<file path="src/rtl/cordic_lut_loader_pkg.sv">
// cordic_lut_loader_pkg: LUT geometry and loader states shared with the CORDIC core and its bench
package cordic_lut_loader_pkg;
  localparam int LUT_WIDTH = 48;
  localparam int LUT_DEPTH = 64;
  localparam int LUT_INDEX_W = 6;
  typedef enum logic [1:0] {IDLE, LOAD, WRITE, RUN} state_t;
endpackage

</file>
<file path="src/rtl/lut_word_packer.sv">
// lut_word_packer: shifts bytes MSB-first into a LUT word and flags the final byte of each word
module lut_word_packer
  import cordic_lut_loader_pkg::*;
#(
  parameter int BYTES_PER_WORD = 6
) (
  input  logic                 clk,
  input  logic                 rst,
  input  logic                 clear,
  input  logic                 shift_en,
  input  logic [7:0]           data,
  output logic [LUT_WIDTH-1:0] word_next,
  output logic                 last
);
  localparam int CW = $clog2(BYTES_PER_WORD + 1);
  logic [LUT_WIDTH-1:0] word;
  logic [CW-1:0]        cnt;
  always_comb begin
    word_next = {word[LUT_WIDTH-9:0], data};
    last = shift_en && cnt == CW'(BYTES_PER_WORD - 1);
  end
  always_ff @(posedge clk) begin
    if (rst || clear) begin
      word <= '0;
      cnt <= '0;
    end else if (shift_en) begin
      word <= word_next;
      cnt <= last ? '0 : cnt + CW'(1);
    end
  end
endmodule

</file>
<file path="src/rtl/cordic_lut_loader.sv">
// cordic_lut_loader: streams bytes into 48-bit words and writes them to the CORDIC LUT, then enables run mode
module cordic_lut_loader
  import cordic_lut_loader_pkg::*;
#(
  parameter int WORDS = LUT_DEPTH,
  parameter int BYTES_PER_WORD = 6
) (
  input  logic                   clk,
  input  logic                   reset,
  input  logic                   start,
  input  logic                   abort,
  input  logic [7:0]             s_data,
  input  logic                   s_valid,
  output logic                   s_ready,
  output logic [LUT_INDEX_W-1:0] lut_index,
  output logic [LUT_WIDTH-1:0]   lut_data,
  output logic                   lut_we,
  output logic                   core_wen,
  output logic                   done,
  output logic                   busy
);
  state_t                 state;
  logic [LUT_INDEX_W-1:0] wcnt;
  logic [LUT_WIDTH-1:0]   word_next;
  logic                   last;
  logic                   shift_en;
  assign shift_en = s_valid && s_ready && !abort;
  lut_word_packer #(.BYTES_PER_WORD(BYTES_PER_WORD)) u_packer (
    .clk(clk),
    .rst(reset),
    .clear(abort),
    .shift_en(shift_en),
    .data(s_data),
    .word_next(word_next),
    .last(last)
  );
  always_ff @(posedge clk) begin
    if (reset) begin
      state <= IDLE;
      wcnt <= '0;
      s_ready <= 1'b0;
      lut_index <= '0;
      lut_data <= '0;
      lut_we <= 1'b0;
      core_wen <= 1'b0;
      done <= 1'b0;
      busy <= 1'b0;
    end else begin
      lut_we <= 1'b0;
      done <= 1'b0;
      if (abort) begin
        state <= IDLE;
        wcnt <= '0;
        s_ready <= 1'b0;
        core_wen <= 1'b0;
        busy <= 1'b0;
      end else begin
        case (state)
          IDLE, RUN: if (start) begin
            state <= LOAD;
            wcnt <= '0;
            s_ready <= 1'b1;
            core_wen <= 1'b0;
            busy <= 1'b1;
          end
          LOAD: if (last) begin
            state <= WRITE;
            s_ready <= 1'b0;
            lut_we <= 1'b1;
            lut_data <= word_next;
            lut_index <= wcnt;
          end
          WRITE: if (wcnt == LUT_INDEX_W'(WORDS - 1)) begin
            state <= RUN;
            done <= 1'b1;
            core_wen <= 1'b1;
            busy <= 1'b0;
          end else begin
            state <= LOAD;
            wcnt <= wcnt + LUT_INDEX_W'(1);
            s_ready <= 1'b1;
          end
          default: state <= IDLE;
        endcase
      end
    end
  end
endmodule

</file>
<file path="config.mk">
export PLATFORM = sky130hd
export DESIGN_NAME = cordic_lut_loader
export DESIGN_NICKNAME = d
export VERILOG_FILES = /design/src/rtl/cordic_lut_loader_pkg.sv /design/src/rtl/lut_word_packer.sv /design/src/rtl/cordic_lut_loader.sv
export SDC_FILE = /design/constraint.sdc
export NUM_CORES = 1
export LEC_CHECK = 0
export CAP_MARGIN = 25
export CORE_AREA = 2 2 92 94
export DETAILED_ROUTE_END_ITERATION = 8
export DIE_AREA = 0 0 94 96
export GPL_TIMING_DRIVEN = 0
export PLACE_DENSITY = 0.77
export SLEW_MARGIN = 15
export SYNTH_ARGS = -nofsm -noshare
export SYNTH_HDL_FRONTEND = slang
export SYNTH_SLANG_ARGS = --single-unit
</file>
<file path="constraint.sdc">
create_clock -name clk -period 2.2 [get_ports clk]
set_clock_uncertainty 0.1 [all_clocks]
set_input_delay 0.55 -clock clk [delete_from_list [all_inputs] [get_ports clk]]
set_output_delay 0.55 -clock clk [all_outputs]
set_load 0.02 [all_outputs]
</file>
==> summary.txt, run 1 <==
CP max stage cell = clkdlybuf4s50_1
endpoints failing setup = 0
Final GP Congestion = 0.813
vias in the first global route = 3,230
Die X = 94 um
TritonCTS clock tree = built
Fmax = 479 MHz
Final nets = 563
NetSw = 752 uW
worst-path fanout max = 6
Die Footprint = 0.00902 sq mm
period utilisation layout = 0.948
worst hold path type = reg2reg
max_slew headroom = 0.569
Seq/Total Area, Yosys = 0.540
# diodes = 0
Clk pwr share = 0.357
Fin Setup TNS = 0 ns
leakage power = 0.00172 uW
number of synthesized register bits = 110
Cells after DPL = 638
DR vias/cell = 5.25
final worst path period need = 2.09 ns
Die Y-Extent = 96 um
share of layout cells above drive strength 1 = 0.111
CP peak stage delay = 0.64 ns
Mean Syn Cell Area = 8.80 sq um
row cnt = 33
critical path startpoint category = flop
routed length on met1 = 4.20 mm
cts bufs inserted = 9
commonest non-fill, non-tap cell in the layout = nand2_1
Yosys cell types = 43
Final Util = 0.633
r2r setup slk = 0.36 ns
CTS sink cnt = 110
Pint = 2580 uW
global-route usage over all layers = 0.214
Synth-to-Final Area Change = 25.1%
worst vdd ir = 0.000329 V
max-slew violations = 0
clock latency on the worst-skew pair = 0.37 ns
via count = 3,431
CP delay by family, top = buffers and inverters
Initial Utilization = 0.506
Buf/Inv on CP = 1
DR top layer = met4
Arrival @ worst endpoint = 1.44 ns
highest-count cells in the layout ignoring fill and taps = 151 x nand2_1, 110 x dfxtp_1, 79 x a21oi_1
met2 WL = 4.53 mm
final wirelength = 9.32 mm
synthesized net count = 482
RSZ-0062 raised after global routing = no
status = finished, final reports clean
Logic pwr share = 0.040
Avg WL per Cell = 14.3 um
CP Data Required Time = 1.55 ns
first-pass GRT wire length = 15.2 mm
maxcap violations = 0
DR WL met3 = 432 um
Cell Pwr Density = 653 mW/mm^2
Hold Buf Count CTS = 0
Switching Fraction = 0.226
drc violations = 0
DR iter-0 viols = 163
Least-Margin Pin Slew = 0.646 ns
H-tree levels = 3
clk root buf = clkbuf_8
HPWL after DPL = 6.77 mm
Seq pwr share = 0.602
Clock Pin Slew Worst Setup and Hold Paths = 0.10 ns
Finished Layout Cells = 654
Initial DRT Pass Iterations = 4
initial antenna violation count = 0
port bufs = 70
Critical Path End Type = output port
Yosys warning total = 0
synthesized area = 0.00408 sq mm
final hold violation count = 0
Final ANT Viol Nets = 0
crit path kind = reg2out
Post-Syn Instances = 463
grt ovf = 0
Top Ports = 72
maximum clock insertion buffer count = 2
CORE AREA = 0.00805 sq mm
largest net degree at the start of global routing = 18
Critical Path, Cell by Cell = clkdlybuf4s50_1
[path summary, 6_finish.rpt]
path	start	end	cells after the start
setup / recovery	s_ready	s_ready	1
hold / removal	lut_data[7]	lut_data[7]	2
setup reg to reg	state[0]	state[0]	5
hold reg to reg	lut_data[7]	lut_data[7]	2
[per-stage QoR]
step	hold WS [ns]	total power (uW)	instance area [sq um]	setup slack [ns]
final	0.361	3330	5100	0.114
after global routing	0.373	3420	5100	0.0645
after floorplan	0.332	2130	4080	0.502
after CTS	0.363	3340	5100	0.00451
after detailed placement	0.349	2190	4910	-0.381
after global placement	0.344	2180	4910	-0.352
[sequential cells by signal, summed over array words and instances (netlist names)]
| name | cells |
|---|---|
| lut_we | 1 |
| done | 1 |
| core_wen | 1 |
| state | 2 |
| u_packer.word | 40 |
| lut_data | 48 |
| s_ready | 1 |
| lut_index | 6 |
| busy | 1 |
| wcnt | 6 |
| u_packer.cnt | 3 |
[synthesized netlist by cell type]
master	number	area share
o22ai_1	1	0.0015
xnor2_1	1	0.0021
or3_1	1	0.0015
a41oi_1	1	0.0021
nor4_1	2	0.0031
nand2b_1	1	0.0015
mux2_4	1	0.0037
buf_6	5	0.014
nand3_1	5	0.0061
o21a_1	1	0.0018
nand3_2	1	0.0025
o21ai_0	7	0.0086
or3b_1	1	0.0021
nor3_1	4	0.0049
and3_1	1	0.0015
clkbuf_1	15	0.014
nand3b_1	2	0.0037
o21ai_4	1	0.0040
nor3b_1	2	0.0037
and3b_1	1	0.0021
mux2i_1	2	0.0049
inv_1	4	0.0037
and2_1	1	0.0015
and4_1	1	0.0021
nor2b_1	2	0.0031
a21oi_2	1	0.0021
buf_2	12	0.015
clkbuf_2	1	0.0012
o221a_2	22	0.061
a2111oi_0	1	0.0021
o211ai_1	1	0.0018
nand4_1	1	0.0015
a211oi_1	2	0.0037
ha_1	6	0.018
nand2_1	151	0.14
o41ai_1	1	0.0021
buf_4	1	0.0018
or2_1	1	0.0015
nand4_2	1	0.0031
nor2_1	7	0.0064
dfxtp_1	110	0.54
o211a_1	1	0.0025
a21oi_1	79	0.097
[layout make-up]
type	instances	area, sq um
sequential	110	2200
clock inverter	5	57.6
clock buffer	11	131
fill	719	2950
buffer	34	185
timing repair buffer	70	701
tap	105	131
inverter	4	15.0
multi-input combinational	315	1680
[repair_timing]
item	4_1_cts	5_1_grt
endpoints found under the hold margin	0	0
resized for setup	0	1
setup endpoints to repair	0	20
buffers inserted	0	0
[logic make-up after synthesis]
kind of cell | Yosys count | synth area share
XOR/XNOR | 1 | 0.00215
AND/OR/NAND/NOR | 186 | 0.191
AO/OA/AOI/OAI | 119 | 0.190
adder cells (fa/ha/maj) | 6 | 0.0184
multiplexers | 3 | 0.00859
buffers and inverters | 38 | 0.0491
flip-flops | 110 | 0.540
[power by group through the flow]
| stage | clock, uW | combinational, uW | sequential, uW |
|---|---|---|---|
| floorplan | 0 | 76.2 | 2050 |
| global placement | 0 | 130 | 2050 |
| detailed placement | 0 | 133 | 2050 |
| CTS | 1200 | 133 | 2010 |
| global route | 1270 | 147 | 2010 |
| finish | 1190 | 134 | 2010 |
[routing by layer]
layer  track usage  vias to the layer above
met5             0                        -
met4        0.0882                        0
met3        0.0274                       11
met2         0.359                       73
met1         0.279                     1605
li1              -                     1742
No activity file was read; power rests on OpenSTA's default activity.
==> inputs of run 2 (changes only) <==
--- a/config.mk
+++ b/config.mk
@@ -9,8 +9,10 @@
 export CORE_AREA = 2 2 92 94
 export DETAILED_ROUTE_END_ITERATION = 8
 export DIE_AREA = 0 0 94 96
+export GPL_ROUTABILITY_DRIVEN = 0
 export GPL_TIMING_DRIVEN = 0
 export PLACE_DENSITY = 0.77
+export SETUP_SLACK_MARGIN = 0.3
 export SLEW_MARGIN = 15
 export SYNTH_ARGS = -nofsm -noshare
 export SYNTH_HDL_FRONTEND = slang
==> summary.txt, run 2 (synthesized netlist as in run 1, its figures left out) <==
status = finished, final reports clean (unchanged)
final wirelength = 9.39 mm (was 9.32 mm)
Buf/Inv on CP = 1 (unchanged)
endpoints failing setup = 0 (unchanged)
Top reg by flops = lut_data (unchanged)
reg2reg path depth = 6 (was 5)
Initial Utilization = 0.506 (unchanged)
Final Util = 0.629 (was 0.633)
Finished Layout Cells = 655 (was 654)
initial antenna violation count = 0 (unchanged)
cts bufs inserted = 9 (unchanged)
Multi-input gate area = 0.00170 sq mm (was 0.00168 sq mm)
Die Footprint = 0.00902 sq mm (unchanged)
Initial DRT Pass Iterations = 5 (was 4)
crit path kind = reg2reg (was reg2out)
TritonCTS clock tree = built (unchanged)
R2R Path End = wcnt[3] (was state[0])
highest-count cells in the layout ignoring fill and taps = 151 x nand2_1, 110 x dfxtp_1, 79 x a21oi_1 (unchanged)
Top Ports = 72 (unchanged)
Die Y-Extent = 96 um (unchanged)
Synth-to-Final Area Change = 24.2% (was 25.1%)
Logic pwr share = 0.041 (was 0.040)
NetSw = 756 uW (was 752 uW)
CP max stage cell = ha_2 (was clkdlybuf4s50_1)
row cnt = 33 (unchanged)
Hold Buf Count CTS = 0 (unchanged)
Sequential cell area = 0.00220 sq mm (unchanged)
DR WL met3 = 424 um (was 432 um)
H-tree levels = 3 (unchanged)
max_slew headroom = 0.663 (was 0.569)
clock latency on the worst-skew pair = 0.37 ns (about the same)
Avg WL per Cell = 14.3 um (about the same)
CORE AREA = 0.00805 sq mm (unchanged)
CP peak stage delay = 0.39 ns (was 0.64 ns)
Switching Fraction = 0.227 (was 0.226)
port bufs = 70 (unchanged)
maxcap violations = 0 (unchanged)
reg-to-reg startpoint = state[0] (unchanged)
Critical Path, Cell by Cell = inv_1 > ha_2 > mux2_4 > o21ai_4 > mux2i_1 > a21oi_1 (was clkdlybuf4s50_1)
Cell Pwr Density = 659 mW/mm^2 (was 653 mW/mm^2)
fillers = 746 (was 719)
worst vdd ir = 0.000325 V (was 0.000329 V)
vias in the first global route = 3,266 (was 3,230)
Final nets = 564 (was 563)
max-slew violations = 0 (unchanged)
CTS sink cnt = 110 (unchanged)
share of layout cells above drive strength 1 = 0.122 (was 0.111)
r2r setup slk = 0.40 ns (was 0.36 ns)
hold slack = 0.359 ns (was 0.361 ns)
Hold Path Depth = 2 (unchanged)
maximum clock insertion buffer count = 2 (unchanged)
global-route usage over all layers = 0.216 (was 0.214)
Die X = 94 um (unchanged)
HPWL after DPL = 6.77 mm (unchanged)
first-pass GRT wire length = 15.3 mm (was 15.2 mm)
critical path startpoint category = flop (unchanged)
# diodes = 0 (unchanged)
RSZ-0062 raised after global routing = no (unchanged)
clk root buf = clkbuf_8 (unchanged)
Critical Path End Type = flop (was output port)
top flop regs = lut_data (48), u_packer.word (40) (unchanged)
Clock Pin Slew Worst Setup and Hold Paths = 0.10 ns (about the same)
final hold violation count = 0 (unchanged)
max FFs per register = 48 (unchanged)
met2 WL = 4.57 mm (was 4.53 mm)
Clk pwr share = 0.358 (was 0.357)
CP delay by family, top = multiplexers (was buffers and inverters)
DR top layer = met4 (unchanged)
leakage power = 0.00203 uW (was 0.00172 uW)
final worst path period need = 1.80 ns (was 2.09 ns)
commonest non-fill, non-tap cell in the layout = nand2_1 (unchanged)
DR iter-0 viols = 185 (was 163)
Final ANT Viol Nets = 0 (unchanged)
largest net degree at the start of global routing = 18 (unchanged)
Cells after DPL = 638 (unchanged)
grt ovf = 0 (unchanged)
routed length on met1 = 4.22 mm (was 4.20 mm)
DR vias/cell = 5.32 (was 5.25)
drc violations = 0 (unchanged)
Hold Path Sink = lut_data[17] (was lut_data[7])
Pint = 2580 uW (about the same)
CP Data Required Time = 2.35 ns (was 1.55 ns)
Seq pwr share = 0.602 (about the same)
Fmax = 555 MHz (was 479 MHz)
via count = 3,484 (was 3,431)
period utilisation layout = 0.819 (was 0.948)
Least-Margin Pin Slew = 0.506 ns (was 0.646 ns)
Arrival @ worst endpoint = 1.96 ns (was 1.44 ns)
worst-path fanout max = 7 (was 6)
Hold Crit Start = lut_data[17] (was lut_data[7])
worst hold path type = reg2reg (unchanged)
## run 2: routing by layer
metal,track usage,vias to the layer above
li1,-,1753
met5,0,-
met3,0.0274,13
met4,0.0882,0
met2,0.365,78
met1,0.280,1640
## run 2: stage by stage
stage	total power, uW	cell area (sq um)	TNS (ns)	setup slack [ns]
global placement	2180	4910	-11.11	-0.352
floorplan	2130	4080	0	0.502
finish	3330	5060	0	0.398
global route	3420	5060	0	0.302
detailed placement	2190	4910	-11.79	-0.381
CTS	3340	5040	0	0.304
## run 2: timing repair
item / 4_1_cts / 5_1_grt
hold endpoints to repair: 0 / 0
setup endpoints to repair: 87 / 51
gates resized for setup: 65 / 5
cloned: 0 / 0
setup buffers: 0 / 1
## run 2: cell type report
| class | instances | area share |
|---|---|---|
| sequential | 110 | 0.435 |
| multi-input combinational | 315 | 0.335 |
| timing repair buffer | 71 | 0.126 |
| buffer | 34 | 0.0378 |
| clock buffer | 11 | 0.0260 |
| tap | 105 | 0.0260 |
| clock inverter | 5 | 0.0114 |
| inverter | 4 | 0.00297 |
## run 2: worst max path at each step
stage / from / end / slack [ns] / cells after the start
floorplan: state[0] / wcnt[0] / 0.50 / 6
global placement: reset / u_packer.word[38] / -0.35 / 5
detailed placement: reset / u_packer.word[32] / -0.38 / 5
CTS: s_valid / lut_data[34] / 0.30 / 7
global route: wcnt[0] / wcnt[3] / 0.30 / 5
finish: state[0] / wcnt[3] / 0.40 / 6
## run 2: tightest hold or removal path, delay by kind of cell, from the launching register on
family	cells	cell delay (ns)
AOI/OAI and AO/OA	1	0.05
DFF	1	0.32
and+or+nand+nor	1	0.05
## run 2: power groups by stage
stage	logic, uW	clock network, uW	registers, uW
6_report	136	1190	2010
2_1_floorplan	76.2	0	2050
3_5_place_dp	133	0	2050
4_1_cts	134	1200	2010
5_1_grt	149	1270	2010
3_3_place_gp	130	0	2050
==> inputs of run 3 (changes only) <==
==> constraint.sdc (replaced) <==
create_clock -name clk -period 1.9 [get_ports clk]
set_clock_uncertainty 0.1 [all_clocks]
set_input_delay 0.475 -clock clk [delete_from_list [all_inputs] [get_ports clk]]
set_output_delay 0.475 -clock clk [all_outputs]
set_load 0.02 [all_outputs]
==> summary.txt, run 3 (synthesized netlist as in run 1, its figures left out) <==
Synth-to-Final Area Change = 35.2% (was 24.2%)
final worst path period need = 1.71 ns (was 1.80 ns)
HPWL after DPL = 6.70 mm (was 6.77 mm)
max-slew violations = 0 (unchanged)
highest-count cells in the layout ignoring fill and taps = 137 x nand2_1, 103 x dfxtp_1, 47 x a21oi_1 (was 151 x nand2_1, 110 x dfxtp_1, 79 x a21oi_1)
H-tree levels = 3 (unchanged)
maximum clock insertion buffer count = 2 (unchanged)
max_slew headroom = 0.666 (was 0.663)
Arrival @ worst endpoint = 1.91 ns (was 1.96 ns)
Cells after DPL = 638 (unchanged)
Finished Layout Cells = 670 (was 655)
grt ovf = 0 (unchanged)
final wirelength = 10.7 mm (was 9.39 mm)
Top Ports = 72 (unchanged)
final hold violation count = 0 (unchanged)
Final nets = 579 (was 564)
critical path startpoint category = flop (unchanged)
Final Util = 0.684 (was 0.629)
crit path launch = u_packer.cnt[1] (was state[0])
via count = 3,648 (was 3,484)
period utilisation layout = 0.898 (was 0.819)
Clock Pin Slew Worst Setup and Hold Paths = 0.10 ns (about the same)
DR iter-0 viols = 194 (was 185)
CORE AREA = 0.00805 sq mm (unchanged)
first-pass GRT wire length = 16.4 mm (was 15.3 mm)
port bufs = 70 (unchanged)
Final ANT Viol Nets = 0 (unchanged)
DR vias/cell = 5.44 (was 5.32)
worst-path fanout max = 5 (was 7)
clk root buf = clkbuf_8 (unchanged)
Total Power = 3970 uW (was 3330 uW)
cts bufs inserted = 9 (unchanged)
Initial Utilization = 0.506 (unchanged)
vias in the first global route = 3,358 (was 3,266)
Cell Pwr Density = 720 mW/mm^2 (was 659 mW/mm^2)
leakage power = 0.00213 uW (was 0.00203 uW)
clock latency on the worst-skew pair = 0.37 ns (about the same)
r2r setup slk = 0.19 ns (was 0.40 ns)
fillers = 639 (was 746)
commonest non-fill, non-tap cell in the layout = nand2_1 (unchanged)
drc violations = 0 (unchanged)
global-route usage over all layers = 0.233 (was 0.216)
worst hold path type = reg2reg (unchanged)
Hold Crit Start = lut_index[5] (was lut_data[17])
# diodes = 0 (unchanged)
Multi-input gate area = 0.00198 sq mm (was 0.00170 sq mm)
row cnt = 33 (unchanged)
CP Data Required Time = 2.11 ns (was 2.35 ns)
TritonCTS clock tree = built (unchanged)
setup ws final = 0.195 ns (was 0.398 ns)
crit path kind = reg2reg (unchanged)
top flop regs = lut_data (48), u_packer.word (40) (unchanged)
CTS sink cnt = 110 (unchanged)
Least-Margin Pin Slew = 0.501 ns (was 0.506 ns)
Fmax = 586 MHz (was 555 MHz)
Top reg by flops = lut_data (unchanged)
Critical Path End Type = flop (unchanged)
Initial DRT Pass Iterations = 7 (was 5)
status = finished, final reports clean (unchanged)
Avg WL per Cell = 15.9 um (was 14.3 um)
Die Footprint = 0.00902 sq mm (unchanged)
reg-to-reg startpoint = u_packer.cnt[1] (was state[0])
maxcap violations = 0 (unchanged)
initial antenna violation count = 0 (unchanged)
Die Y-Extent = 96 um (unchanged)
max FFs per register = 48 (unchanged)
Setup WS pre-CTS = -0.608 ns (was -0.381 ns)
Sequential cell area = 0.00221 sq mm (was 0.00220 sq mm)
RSZ-0062 raised after global routing = yes (was no)
Die X = 94 um (unchanged)
endpoints failing setup = 0 (unchanged)
hold slack = 0.360 ns (was 0.359 ns)
largest net degree at the start of global routing = 20 (was 18)
worst vdd ir = 0.000429 V (was 0.000325 V)
share of layout cells above drive strength 1 = 0.373 (was 0.122)
## run 3: cell types whose count changed in the layout (fill, tap and decap cells not counted), moves of 11 or more
| cell | delta |
|---|---|
| nand2_1 | -14 |
| a21oi_1 | -32 |
| a21oi_2 | +32 |
| clkdlybuf4s15_2 | +21 |
| nand2_4 | +11 |
| dlygate4sd2_1 | -57 |
| buf_4 | +15 |
| clkbuf_2 | +29 |
## run 3: final timing paths
kind / end / cells after the start
worst max register to register: lut_index[3] / 8
worst min register to register: lut_index[5] / 2
worst min-delay path: lut_index[5] / 2
worst max-delay path: lut_index[3] / 8
## run 3: through the flow
step                setup TNS, ns  instance area, sq um
floorplan                       0                  4090
global placement           -30.27                  4920
CTS                             0                  5310
finish                          0                  5510
global route                    0                  5510
detailed placement         -32.62                  4920
## run 3: timing repair
item | CTS | global route
setup buffers | 8 | 4
pin swaps | 3 | 21
endpoints found under the setup margin | 153 | 130
hold buffers | 0 | 0
resized for setup | 183 | 139
gates cloned | 1 | 3
## run 3: critical path, stage by stage, from the launching register on
cell and delay [ns]:
dfxtp_2 0.34, inv_2 0.07, ha_4 0.15, and4_4 0.26
and3_4 0.24, buf_12 0.15, buf_8 0.13, nand2_1 0.08
a21oi_2 0.13
## run 3: metal layers
metal / vias up / global-route usage / wire length (um)
met2: 104 / 0.397 / 5420
met1: 1745 / 0.305 / 4550
met5: - / 0 / 0
li1: 1784 / - / -
met3: 15 / 0.0282 / 528
met4: 0 / 0.0870 / 179
## run 3: layout make-up
class	instances	area share
sequential	110	0.401
multi-input combinational	315	0.359
timing repair buffer	86	0.131
buffer	34	0.0445
tap	105	0.0238
clock buffer	9	0.0225
clock inverter	7	0.0150
inverter	4	0.00272
## run 3: power by group
part / switching [uW] / total [uW] / internal, uW
sequential: 10.4 / 2330 / 2310
clock: 815 / 1450 / 630
combinational: 119 / 196 / 77.1
